## config.mk

```make
export PLATFORM = sky130hd
export DESIGN_NAME = contador_mod_ud
export DESIGN_NICKNAME = d
export VERILOG_FILES = /design/src/rtl/contador_pkg.sv /design/src/rtl/contador_prescaler.sv /design/src/rtl/contador_mod_ud.sv
export SDC_FILE = /design/constraint.sdc
export NUM_CORES = 1
export LEC_CHECK = 0
export BUFFER_PORTS_ARGS = -buffer_cell sky130_fd_sc_hd__buf_4
export CAP_MARGIN = 20
export CORE_MARGIN = 4
export CORE_UTILIZATION = 55
export CTS_CLUSTER_DIAMETER = 80
export DETAILED_ROUTE_END_ITERATION = 12
export PLACE_DENSITY = 0.93
export SYNTH_ARGS = -nofsm -noshare
export SYNTH_HDL_FRONTEND = slang
export SYNTH_SLANG_ARGS = --single-unit
```

## constraint.sdc

```tcl
create_clock -name clk_i -period 4.99 [get_ports clk_i]
set_input_delay 0.499 -clock clk_i [delete_from_list [all_inputs] [get_ports clk_i]]
set_output_delay 0.499 -clock clk_i [all_outputs]
set_load 0.02 [all_outputs]
```

## src/rtl/contador_pkg.sv

```systemverilog
// Shared types and constants for the programmable-modulus up/down counter.
package contador_pkg;

  typedef enum logic {
    MODO_WRAP = 1'b0,
    MODO_SAT  = 1'b1
  } modo_t;

  localparam logic UD_UP   = 1'b1;
  localparam logic UD_DOWN = 1'b0;

endpackage

```

## src/rtl/contador_prescaler.sv

```systemverilog
// Tick generator: counts 0..DIV-1 while enabled and flags the last count of each period.
module contador_prescaler #(
  parameter int unsigned DIV = 4
) (
  input  logic clk_i,
  input  logic rst_ni,
  input  logic en_i,
  input  logic clr_i,
  output logic tick_o
);

  localparam int unsigned CW = (DIV > 2) ? $clog2(DIV) : 1;
  localparam logic [CW-1:0] Last = CW'(DIV - 1);

  logic [CW-1:0] cnt_q, cnt_d;

  // A clear (parallel load) always wins, so no tick may escape in that cycle.
  assign tick_o = en_i && !clr_i && (cnt_q == Last);

  always_comb begin
    cnt_d = cnt_q;
    if (clr_i) begin
      cnt_d = '0;
    end else if (en_i) begin
      cnt_d = (cnt_q == Last) ? '0 : cnt_q + CW'(1);
    end
  end

  always_ff @(posedge clk_i or negedge rst_ni) begin
    if (!rst_ni) begin
      cnt_q <= '0;
    end else begin
      cnt_q <= cnt_d;
    end
  end

endmodule

```

## src/rtl/contador_mod_ud.sv

```systemverilog
// Programmable-modulus up/down counter with load, wrap/saturate, tc pulse and saturation flag.
// Define CONTADOR_PRESCALER_EN to make steps happen only once every PRESC_DIV enabled cycles.
module contador_mod_ud
  import contador_pkg::*;
#(
  parameter int unsigned WIDTH     = 4,
  parameter int unsigned PRESC_DIV = 4
) (
  input  logic             clk_i,
  input  logic             rst_ni,
  input  logic             enable_i,
  input  logic             ud_i,
  input  logic             load_i,
  input  logic [WIDTH-1:0] dato_i,
  input  logic [WIDTH-1:0] limite_i,
  input  logic             modo_i,
  output logic [WIDTH-1:0] cuenta_o,
  output logic             tc_o,
  output logic             saturado_o
);

  if (WIDTH < 2 || PRESC_DIV < 2) begin : g_bad_param
    $error("contador_mod_ud: WIDTH and PRESC_DIV must both be at least 2");
  end

  logic [WIDTH-1:0] cuenta_q, cuenta_d;
  logic             tc_q, tc_d;
  logic             sat_q, sat_d;
  logic             step;
  modo_t            modo;

  assign modo = modo_t'(modo_i);

`ifdef CONTADOR_PRESCALER_EN
  contador_prescaler #(
    .DIV (PRESC_DIV)
  ) u_presc (
    .clk_i  (clk_i),
    .rst_ni (rst_ni),
    .en_i   (enable_i),
    .clr_i  (load_i),
    .tick_o (step)
  );
`else
  assign step = enable_i;
`endif

  always_comb begin
    cuenta_d = cuenta_q;
    tc_d     = 1'b0;
    sat_d    = sat_q;
    if (load_i) begin
      cuenta_d = (dato_i > limite_i) ? limite_i : dato_i;
      sat_d    = 1'b0;
    end else if (step) begin
      sat_d = 1'b0;
      if (ud_i == UD_UP) begin
        if (cuenta_q < limite_i) begin
          cuenta_d = cuenta_q + WIDTH'(1);
        end else if (modo == MODO_WRAP) begin
          cuenta_d = '0;
          tc_d     = 1'b1;
        end else begin
          // Also pulls an out-of-range count back onto the limit.
          cuenta_d = limite_i;
          sat_d    = 1'b1;
        end
      end else begin
        if (cuenta_q > limite_i) begin
          cuenta_d = limite_i;
        end else if (cuenta_q != '0) begin
          cuenta_d = cuenta_q - WIDTH'(1);
        end else if (modo == MODO_WRAP) begin
          cuenta_d = limite_i;
          tc_d     = 1'b1;
        end else begin
          sat_d = 1'b1;
        end
      end
    end
  end

  always_ff @(posedge clk_i or negedge rst_ni) begin
    if (!rst_ni) begin
      cuenta_q <= '0;
      tc_q     <= 1'b0;
      sat_q    <= 1'b0;
    end else begin
      cuenta_q <= cuenta_d;
      tc_q     <= tc_d;
      sat_q    <= sat_d;
    end
  end

  assign cuenta_o   = cuenta_q;
  assign tc_o       = tc_q;
  assign saturado_o = sat_q;

endmodule
```

**Word-level counts from Yosys, hierarchy flattened**

Index checks and enable logic that the tools add are counted.

- Input port bits: 14
- Logic and storage cells: 35
- Output and inout port bits: 6
- Register bits: 6

- Add/sub/neg operators: 2
- Reductions and logical operators: 3
- Multiplexer cells: 23
- Equality and inequality tests: 1
- $lt $le $gt $ge: 3

Operator list:

| kind | number |
|---|---|
| $mux W4 | 9 |
| $mux W1 | 14 |
| $gt A4 B4 Y1 | 2 |
| $ne A5 B3 Y1 const B | 1 |
| $add A4 B1 Y4 const B | 1 |
| $lt A4 B4 Y1 | 1 |
| $reduce_bool A4 Y1 | 1 |
| $sub A4 B1 Y4 const B | 1 |
| $reduce_and A2 Y1 | 1 |
| $reduce_bool A2 Y1 | 1 |

**Logic depth before layout (Yosys ltp)**

Gate-level depths: netlist of run 1.

- Depth after elaboration: 6
- Depth in mapped cells: 9
- Depth with buffers taken out: 8

**Least setup slack after synthesis of run 1**

OpenSTA, ideal clock, no wires.

- Path type: input -> register
- From: input port limite_i[1]
- To: register cuenta_q[3] (netlist: cuenta_o[3])
- Stages: 9
- Setup slack: 2.838 ns
- Setup time: 0.064 ns
- Arrival time: 2.088 ns
- Data required time: 4.926 ns
- Path through: inv_1 > ha_1 > nor2b_4 > o211ai_1 > nand2_2 > a311o_1 > buf_6 > o311ai_0 > o32a_2

- Word-level cells in the longest chain between the ends: 5
- Elaborated cells between the ends (all ways): 11

RTL lines:

| what | RTL line | source |
|---|---|---|
| start, declared | contador_mod_ud.sv:15 | `input logic [WIDTH-1:0] limite_i,` |
| $gt A4 B4 Y1 or $lt A4 B4 Y1 (tied branches) | contador_mod_ud.sv:69, contador_mod_ud.sv:58 |  |
| $mux W4, on equally long branches | contador_mod_ud.sv:69, contador_mod_ud.sv:58 |  |
| $mux W4 | contador_mod_ud.sv:57 | `if (ud_i == UD_UP) begin` |
| $mux W4 | contador_mod_ud.sv:55 | `end else if (step) begin` |
| $mux W4 | contador_mod_ud.sv:52 | `if (load_i) begin` |
| end signal, assigned | contador_mod_ud.sv:89 | `cuenta_q <= cuenta_d;` |
| end, declared | contador_mod_ud.sv:26 | `logic [WIDTH-1:0] cuenta_q, cuenta_d;` |

Parallel ways exist; a longest one is shown, timed or not. The select of a mux whose other input is x is not followed.
A chain may end at the register's enable or synchronous reset.

**Final worst setup path of run 1**

- From: register cuenta_q[0] (netlist: cuenta_o[0])
- To: register cuenta_q[3] (netlist: cuenta_o[3])

- Word-level cells in the longest chain between the ends: 6
- Elaborated cells between the ends (all ways): 13

RTL lines:

| what | RTL line | source |
|---|---|---|
| $sub A4 B1 Y4 or $reduce_bool A4 Y1 (tied branches) | contador_mod_ud.sv:72, contador_mod_ud.sv:71 |  |
| $mux W4 | contador_mod_ud.sv:71 | `end else if (cuenta_q != '0) begin` |
| $mux W4 | contador_mod_ud.sv:69 | `if (cuenta_q > limite_i) begin` |
| $mux W4 | contador_mod_ud.sv:57 |  |
| $mux W4 | contador_mod_ud.sv:55 |  |
| $mux W4 | contador_mod_ud.sv:52 |  |

Parallel ways exist; a longest one is shown, timed or not. The select of a mux whose other input is x is not followed.

==> results of run 1 <==
[routing by layer]
layer	GRT usage	vias to the layer above	part of all wire
met5	0	-	0
met4	0.0568	0	0.013
met3	0.0514	6	0.10
met2	0.363	49	0.46
met1	0.305	394	0.42
li1	-	403	-
[worst max-delay path: stages (launching register included)]
cell      delay [ns]
dfrtp_1         0.46
inv_1           0.13
ha_1            0.24
nor3b_2         0.18
and2b_2         0.24
a21boi_1        0.15
a311o_1         0.33
o311ai_0        0.20
o32a_2          0.35
[cell type report]
cell class,instances,area (um^2),share of cell area
multi-input combinational,80,583,0.618
sequential,6,150,0.159
timing repair buffer,19,143,0.151
inverter,7,26.3,0.0279
clock buffer,3,22.5,0.0239
tap,15,18.8,0.0199
[registers in the layout (all words and copies together) (netlist names)]
signal,count
cuenta_o,4
saturado_o,1
tc_o,1
[synth_stat cells]
cell	instances	share of area
nand2_1	3	0.014
nand4_1	3	0.024
xor2_1	1	0.011
buf_2	1	0.0063
a21boi_1	1	0.0095
o21a_1	2	0.019
a22oi_1	1	0.0095
o211ai_1	3	0.028
mux2_2	1	0.014
a21oi_1	7	0.044
nand2_2	1	0.0079
a311o_1	1	0.013
and3_1	1	0.0079
inv_1	7	0.033
nor4_1	1	0.0079
dfrtp_1	6	0.19
xnor2_1	3	0.033
a21boi_0	1	0.0095
a31oi_1	4	0.032
nand2b_1	1	0.0079
o32a_2	1	0.014
and2b_2	1	0.011
o211a_1	1	0.013
a21o_1	1	0.0095
nor2b_4	1	0.017
clkbuf_1	1	0.0047
nor4b_1	1	0.011
mux2i_1	2	0.025
nor3b_2	1	0.016
o311ai_0	1	0.011
buf_6	2	0.028
nor3_1	2	0.013
o21ai_0	5	0.032
nand3_1	5	0.032
nor2b_1	1	0.0079
nor2_1	8	0.038
a41oi_1	1	0.011
o22ai_1	1	0.0079
ha_1	10	0.16
a22o_1	1	0.011
o21ai_1	1	0.0063
[where the power goes]
group,internal (mW),total (mW),switching [mW],leakage [nW]
Combinational,0.126,0.282,0.156,0.369
Sequential,0.0644,0.100,0.0361,0.0730
Clock,0.0271,0.0437,0.0166,0.0138
[how the worst max path moves through the flow]
stage	startpoint	endpoint	slack (ns)	cells past startpoint
after floorplan	limite_i[1]	cuenta_o[3]	2.84	9
after global placement	limite_i[1]	cuenta_o[3]	2.63	9
after detailed placement	limite_i[1]	cuenta_o[3]	2.51	9
after CTS	cuenta_o[0]	cuenta_o[3]	2.62	8
after global routing	cuenta_o[0]	cuenta_o[3]	2.42	8
final	cuenta_o[0]	cuenta_o[3]	2.58	8
[through the flow]
| stage | hold slack (ns) | setup WS, ns | area, um^2 | cells | power, mW |
|---|---|---|---|---|---|
| floorplan | 0.203 | 2.84 | 791 | 97 | 0.301 |
| global placement | 0.305 | 2.63 | 921 | 127 | 0.369 |
| detailed placement | 0.308 | 2.51 | 921 | 127 | 0.378 |
| CTS | 0.0475 | 2.62 | 943 | 130 | 0.424 |
| global route | 0.0436 | 2.42 | 943 | 130 | 0.463 |
| finish | 0.0530 | 2.58 | 943 | 130 | 0.426 |
[kinds of logic after synthesis]
kind of cell / count (synthesis)
buffers and inverters: 11
xor gates and xnor gates: 4
muxes: 3
DFF: 6
adders and majority gates: 10
AOI/OAI and AO/OA: 33
and+or+nand+nor: 30
==> results.py, run 1 <==
metrics = {
    "outcome": {
        "status": "finished clean",
    },
    "floorplanning": {
        "rows": 13,
        "pin_count": 20,
        "core_um2": 1330,
        "initial_core_util": 0.593,
        "die_h_um": 45.9,
        "dieArea_um2": 2110,
        "die_x_um": 45.9,
    },
    "clock_tree": {
        "clk_pin_slew_ns": 0.04,
        "cts_max_level": 1,
        "ctsRootBufferMaster": "clkbuf_4",
        "clock_latency_ns": 0.24,
        "clock_sinks": 6,
        "holdBufCountCts": 0,
        "numCtsBuffers": 3,
        "cts_tree": "done",
        "cts_resized": 0,
        "clk_path_buf_depth": 2,
        "cts_setup_buffers": 0,
    },
    "power_and_ir_drop": {
        "power_density_nw_per_um2": 452,
        "peakVddDrop_mv": 0.223,
        "p_leak_nw": 0.456,
    },
    "yosys": {
        "syn-num-nets": 121,
        "ys_seq_elements": 6,
        "synth-xor-area-share": 0.0443,
        "synthMuxAreaShare": 0.0396,
        "seq_area_frac_synth": 0.190,
        "synth-simple-area-share": 0.215,
        "yosysWarnings": 0,
        "syn-cell-area_um2": 791,
        "synth_adder_area_share": 0.158,
        "syn_area_per_cell_um2": 8.15,
        "synth-compound-area-share": 0.280,
        "syn_inst": 97,
        "synth_top_family_by_area": "compound AO/OA/AOI/OAI gates",
        "synth_cell_types": 41,
    },
    "cells_and_area": {
        "area_growth_pct": 19.3,
        "final_core_util": 0.707,
        "nets": 141,
        "n_antenna_cell": 0,
        "mostFrequentLayoutCells": "19 x buf_4, 10 x ha_1, 8 x nor2_1",
        "nFillCells": 120,
        "final_common_cell": "buf_4",
        "drive_above_1_share": 0.243,
    },
    "drt": {
        "vias": 852,
        "ant_nets": 0,
        "wl_um": 2070,
        "viasPerCell": 6.55,
        "post-route-drc-count": 0,
        "dr.pass1.iters": 4,
        "drt_iter0_drc": 24,
        "routedWlPerCell_um": 15.9,
    },
    "global_routing": {
        "grtUsageTotal": 0.227,
        "grt_pass1_vias": 814,
        "grt.overflow.total": 0,
        "grt_pass1_wl_um": 3500,
        "grt_start_max_net_pins": 12,
        "antenna_found_initial": 0,
    },
    "sta": {
        "setup-tns-final_ns": 0,
        "max_freq_ghz": 0.414,
        "rsz0062_at_grt": "false",
        "clock_skew_ns": 0.00163,
        "drv_slew": 0,
        "fin_crit_sh": 0.484,
        "worstMarginPinSlew_ns": 0.470,
        "setup_viol": 0,
        "hold_viol": 0,
        "slew_headroom": 0.684,
        "min_period_ns": 2.41,
    },
    "placement": {
        "routabilityCongestion": 0.899,
        "hpwl_um": 1690,
        "port_buffers": 19,
    },
    "flow_run": {
        "cap_violations": 0,
    },
    "setup_path": {
        "regToRegSetupSlack_ns": 2.58,
        "r2r-start": "cuenta_o[0]",
        "path_class": "flop to flop",
        "ff2ff_path_depth": 8,
        "r2r-end": "cuenta_o[3]",
        "end_kind": "flop",
        "crit_path_start_kind": "flop",
        "arrival_ns": 2.54,
        "required_ns": 5.11,
        "crit_fanout": 9,
    },
    "hold_path": {
        "hold_class": "input pin to asynchronous set/reset pin",
    },
}
Power figures use the tool's default switching activity.
==> inputs of run 2 (changes only) <==
--- a/config.mk
+++ b/config.mk
@@ -8,10 +8,10 @@
 export BUFFER_PORTS_ARGS = -buffer_cell sky130_fd_sc_hd__buf_4
 export CAP_MARGIN = 20
 export CORE_MARGIN = 4
-export CORE_UTILIZATION = 55
+export CORE_UTILIZATION = 52
 export CTS_CLUSTER_DIAMETER = 80
 export DETAILED_ROUTE_END_ITERATION = 12
-export PLACE_DENSITY = 0.93
+export PLACE_DENSITY = 0.89
 export SYNTH_ARGS = -nofsm -noshare
 export SYNTH_HDL_FRONTEND = slang
 export SYNTH_SLANG_ARGS = --single-unit
==> constraint.sdc (replaced) <==
create_clock -name clk_i -period 2.4 [get_ports clk_i]
set_input_delay 0.24 -clock clk_i [delete_from_list [all_inputs] [get_ports clk_i]]
set_output_delay 0.24 -clock clk_i [all_outputs]
set_load 0.02 [all_outputs]
==> run 2 against run 1 <==
Combinational power grew 140%. Count of clock-buffer cells in the layout unchanged. Design area increased by 4.4%. Sequential power is 65% higher. Utilization is 1.3 points higher. Maximum frequency is 8.8% higher.
==> results.py, run 2 (synthesis gave the netlist of run 1 again) <==
metrics = {
    "outcome": {
        "status": "finished clean",
    },
    "cells_and_area": {
        "multiInputGateArea_um2": 584,
        "area_growth_pct": 24.5,
        "mostFrequentLayoutCells": "23 x buf_4, 10 x ha_1, 8 x nor2_1",
        "final_cells": 135,
        "final_common_cell": "buf_4",
        "drive_above_1_share": 0.275,
        "fin_area_um2": 985,
        "nFillCells": 123,
        "regArea_um2": 150,
        "nets": 146,
        "n_antenna_cell": 0,
        "largest_reg_flops": 4,
    },
    "global_routing": {
        "grt_pass1_vias": 790,
        "grt_start_max_net_pins": 12,
        "antenna_found_initial": 0,
        "grt_pass1_wl_um": 3480,
        "grt.overflow.total": 0,
        "grtUsageTotal": 0.220,
    },
    "power_and_ir_drop": {
        "peakVddDrop_mv": 0.488,
        "p_leak_nw": 0.480,
        "power_density_nw_per_um2": 946,
    },
    "clock_tree": {
        "cts_setup_buffers": 0,
        "cts_max_level": 1,
        "clock_latency_ns": 0.24,
        "cts_tree": "done",
        "ctsRootBufferMaster": "clkbuf_4",
        "clk_path_buf_depth": 2,
        "clk_pin_slew_ns": 0.04,
        "numCtsBuffers": 3,
        "clock_sinks": 6,
    },
    "drt": {
        "viasPerCell": 6.50,
        "wl_um": 2140,
        "drt_iter0_drc": 27,
        "routedWlPerCell_um": 15.9,
        "post-route-drc-count": 0,
        "vias": 877,
        "dr.pass1.iters": 4,
        "ant_nets": 0,
    },
    "setup_path": {
        "cp_slowest_cell": "dfrtp_1",
        "path_class": "flop to flop",
        "arrival_ns": 2.34,
        "end_kind": "flop",
        "crit_fanout": 7,
        "required_ns": 2.52,
        "crit_top_cell": "a21oi_1",
        "cp_top_family": "compound AO/OA/AOI/OAI gates",
        "path_cells": "ha_1 -> nor2b_4 -> o211ai_1 -> a21oi_1 -> a21oi_1 -> a21oi_1 -> o32a_2",
        "worst-path-buf-inv": 0,
        "worst_path_largest_cell_delay_ns": 0.45,
        "crit_path_start_kind": "flop",
    },
    "sta": {
        "fin_crit_sh": 0.925,
        "min_period_ns": 2.22,
        "clock_skew_ns": 0.00349,
        "drv_slew": 0,
        "max_freq_ghz": 0.451,
        "holdWs_ns": 0.230,
        "setup_viol": 0,
        "worstMarginPinSlew_ns": 0.477,
        "worst_slack_ns": 0.180,
        "slew_headroom": 0.680,
        "rsz0062_at_grt": "false",
        "hold_viol": 0,
        "setup-tns-final_ns": 0,
    },
    "placement": {
        "port_buffers": 19,
        "routabilityCongestion": 0.901,
        "hpwl_um": 1720,
        "dp.cells": 131,
        "pre_cts_slack_ns": 0.161,
        "placed_area_um2": 951,
    },
    "floorplanning": {
        "pin_count": 20,
        "die_h_um": 47.0,
        "die_x_um": 47.0,
        "rows": 13,
        "initial_core_util": 0.579,
        "core_um2": 1370,
        "dieArea_um2": 2210,
    },
    "flow_run": {
        "cap_violations": 0,
    },
    "hold_path": {
        "hold_class": "input pin to flop",
    },
}
==> run 2: changes by cell type in the layout (fill, tap and decap cells not counted) <==
cell and delta:
buf_4 +4, a311o_1 -1, a311o_2 +1, dlygate4sd3_1 +1
==> run 2: per-layer routing <==
layer | vias up | wire length [um] | track usage
met2 | 50 | 992 | 0.336
met3 | 6 | 189 | 0.0575
met4 | 0 | 32 | 0.0718
met5 | - | 0 | 0
met1 | 403 | 927 | 0.301
li1 | 418 | - | -
==> run 2: worst paths after layout <==
check / end / cells past startpoint / slack [ns] / from
worst max-delay path: cuenta_o[3] / 7 / 0.18 / cuenta_o[1]
worst min-delay path: tc_o / 2 / 0.23 / modo_i
worst max register to register: cuenta_o[3] / 7 / 0.18 / cuenta_o[1]
worst min register to register: saturado_o / 2 / 0.54 / saturado_o
max in group asynchronous: cuenta_o[3] / 2 / 1.93 / rst_ni
min in group asynchronous: cuenta_o[0] / 2 / 0.35 / rst_ni
==> run 2: layout make-up <==
class / count / area share
repair buffers: 24 / 0.186
clock buffers: 3 / 0.0229
flip-flops and latches: 6 / 0.152
well taps: 15 / 0.0191
inverters: 7 / 0.0267
multi-input cells: 80 / 0.593
==> run 2: what timing repair did <==
| action | 4_1_cts | 5_1_grt |
|---|---|---|
| endpoints found under the setup margin | 0 | 1 |
| hold buffers | 1 | 0 |
| endpoints found under the hold margin | 6 | 0 |
| gates resized for setup | 0 | 1 |
==> run 2: stage by stage <==
step	util	power (mW)
after floorplan	-	0.627
after global placement	0.696	0.819
after detailed placement	0.696	0.831
after CTS	0.720	0.929
after global routing	0.721	1.02
final	0.721	0.932
==> run 2: power by group <==
group          leakage (nW)  switching, mW  total [mW]  internal, mW
Combinational         0.393          0.373       0.676         0.303
Sequential           0.0730         0.0306       0.165         0.135
Clock                0.0138         0.0341      0.0905        0.0564
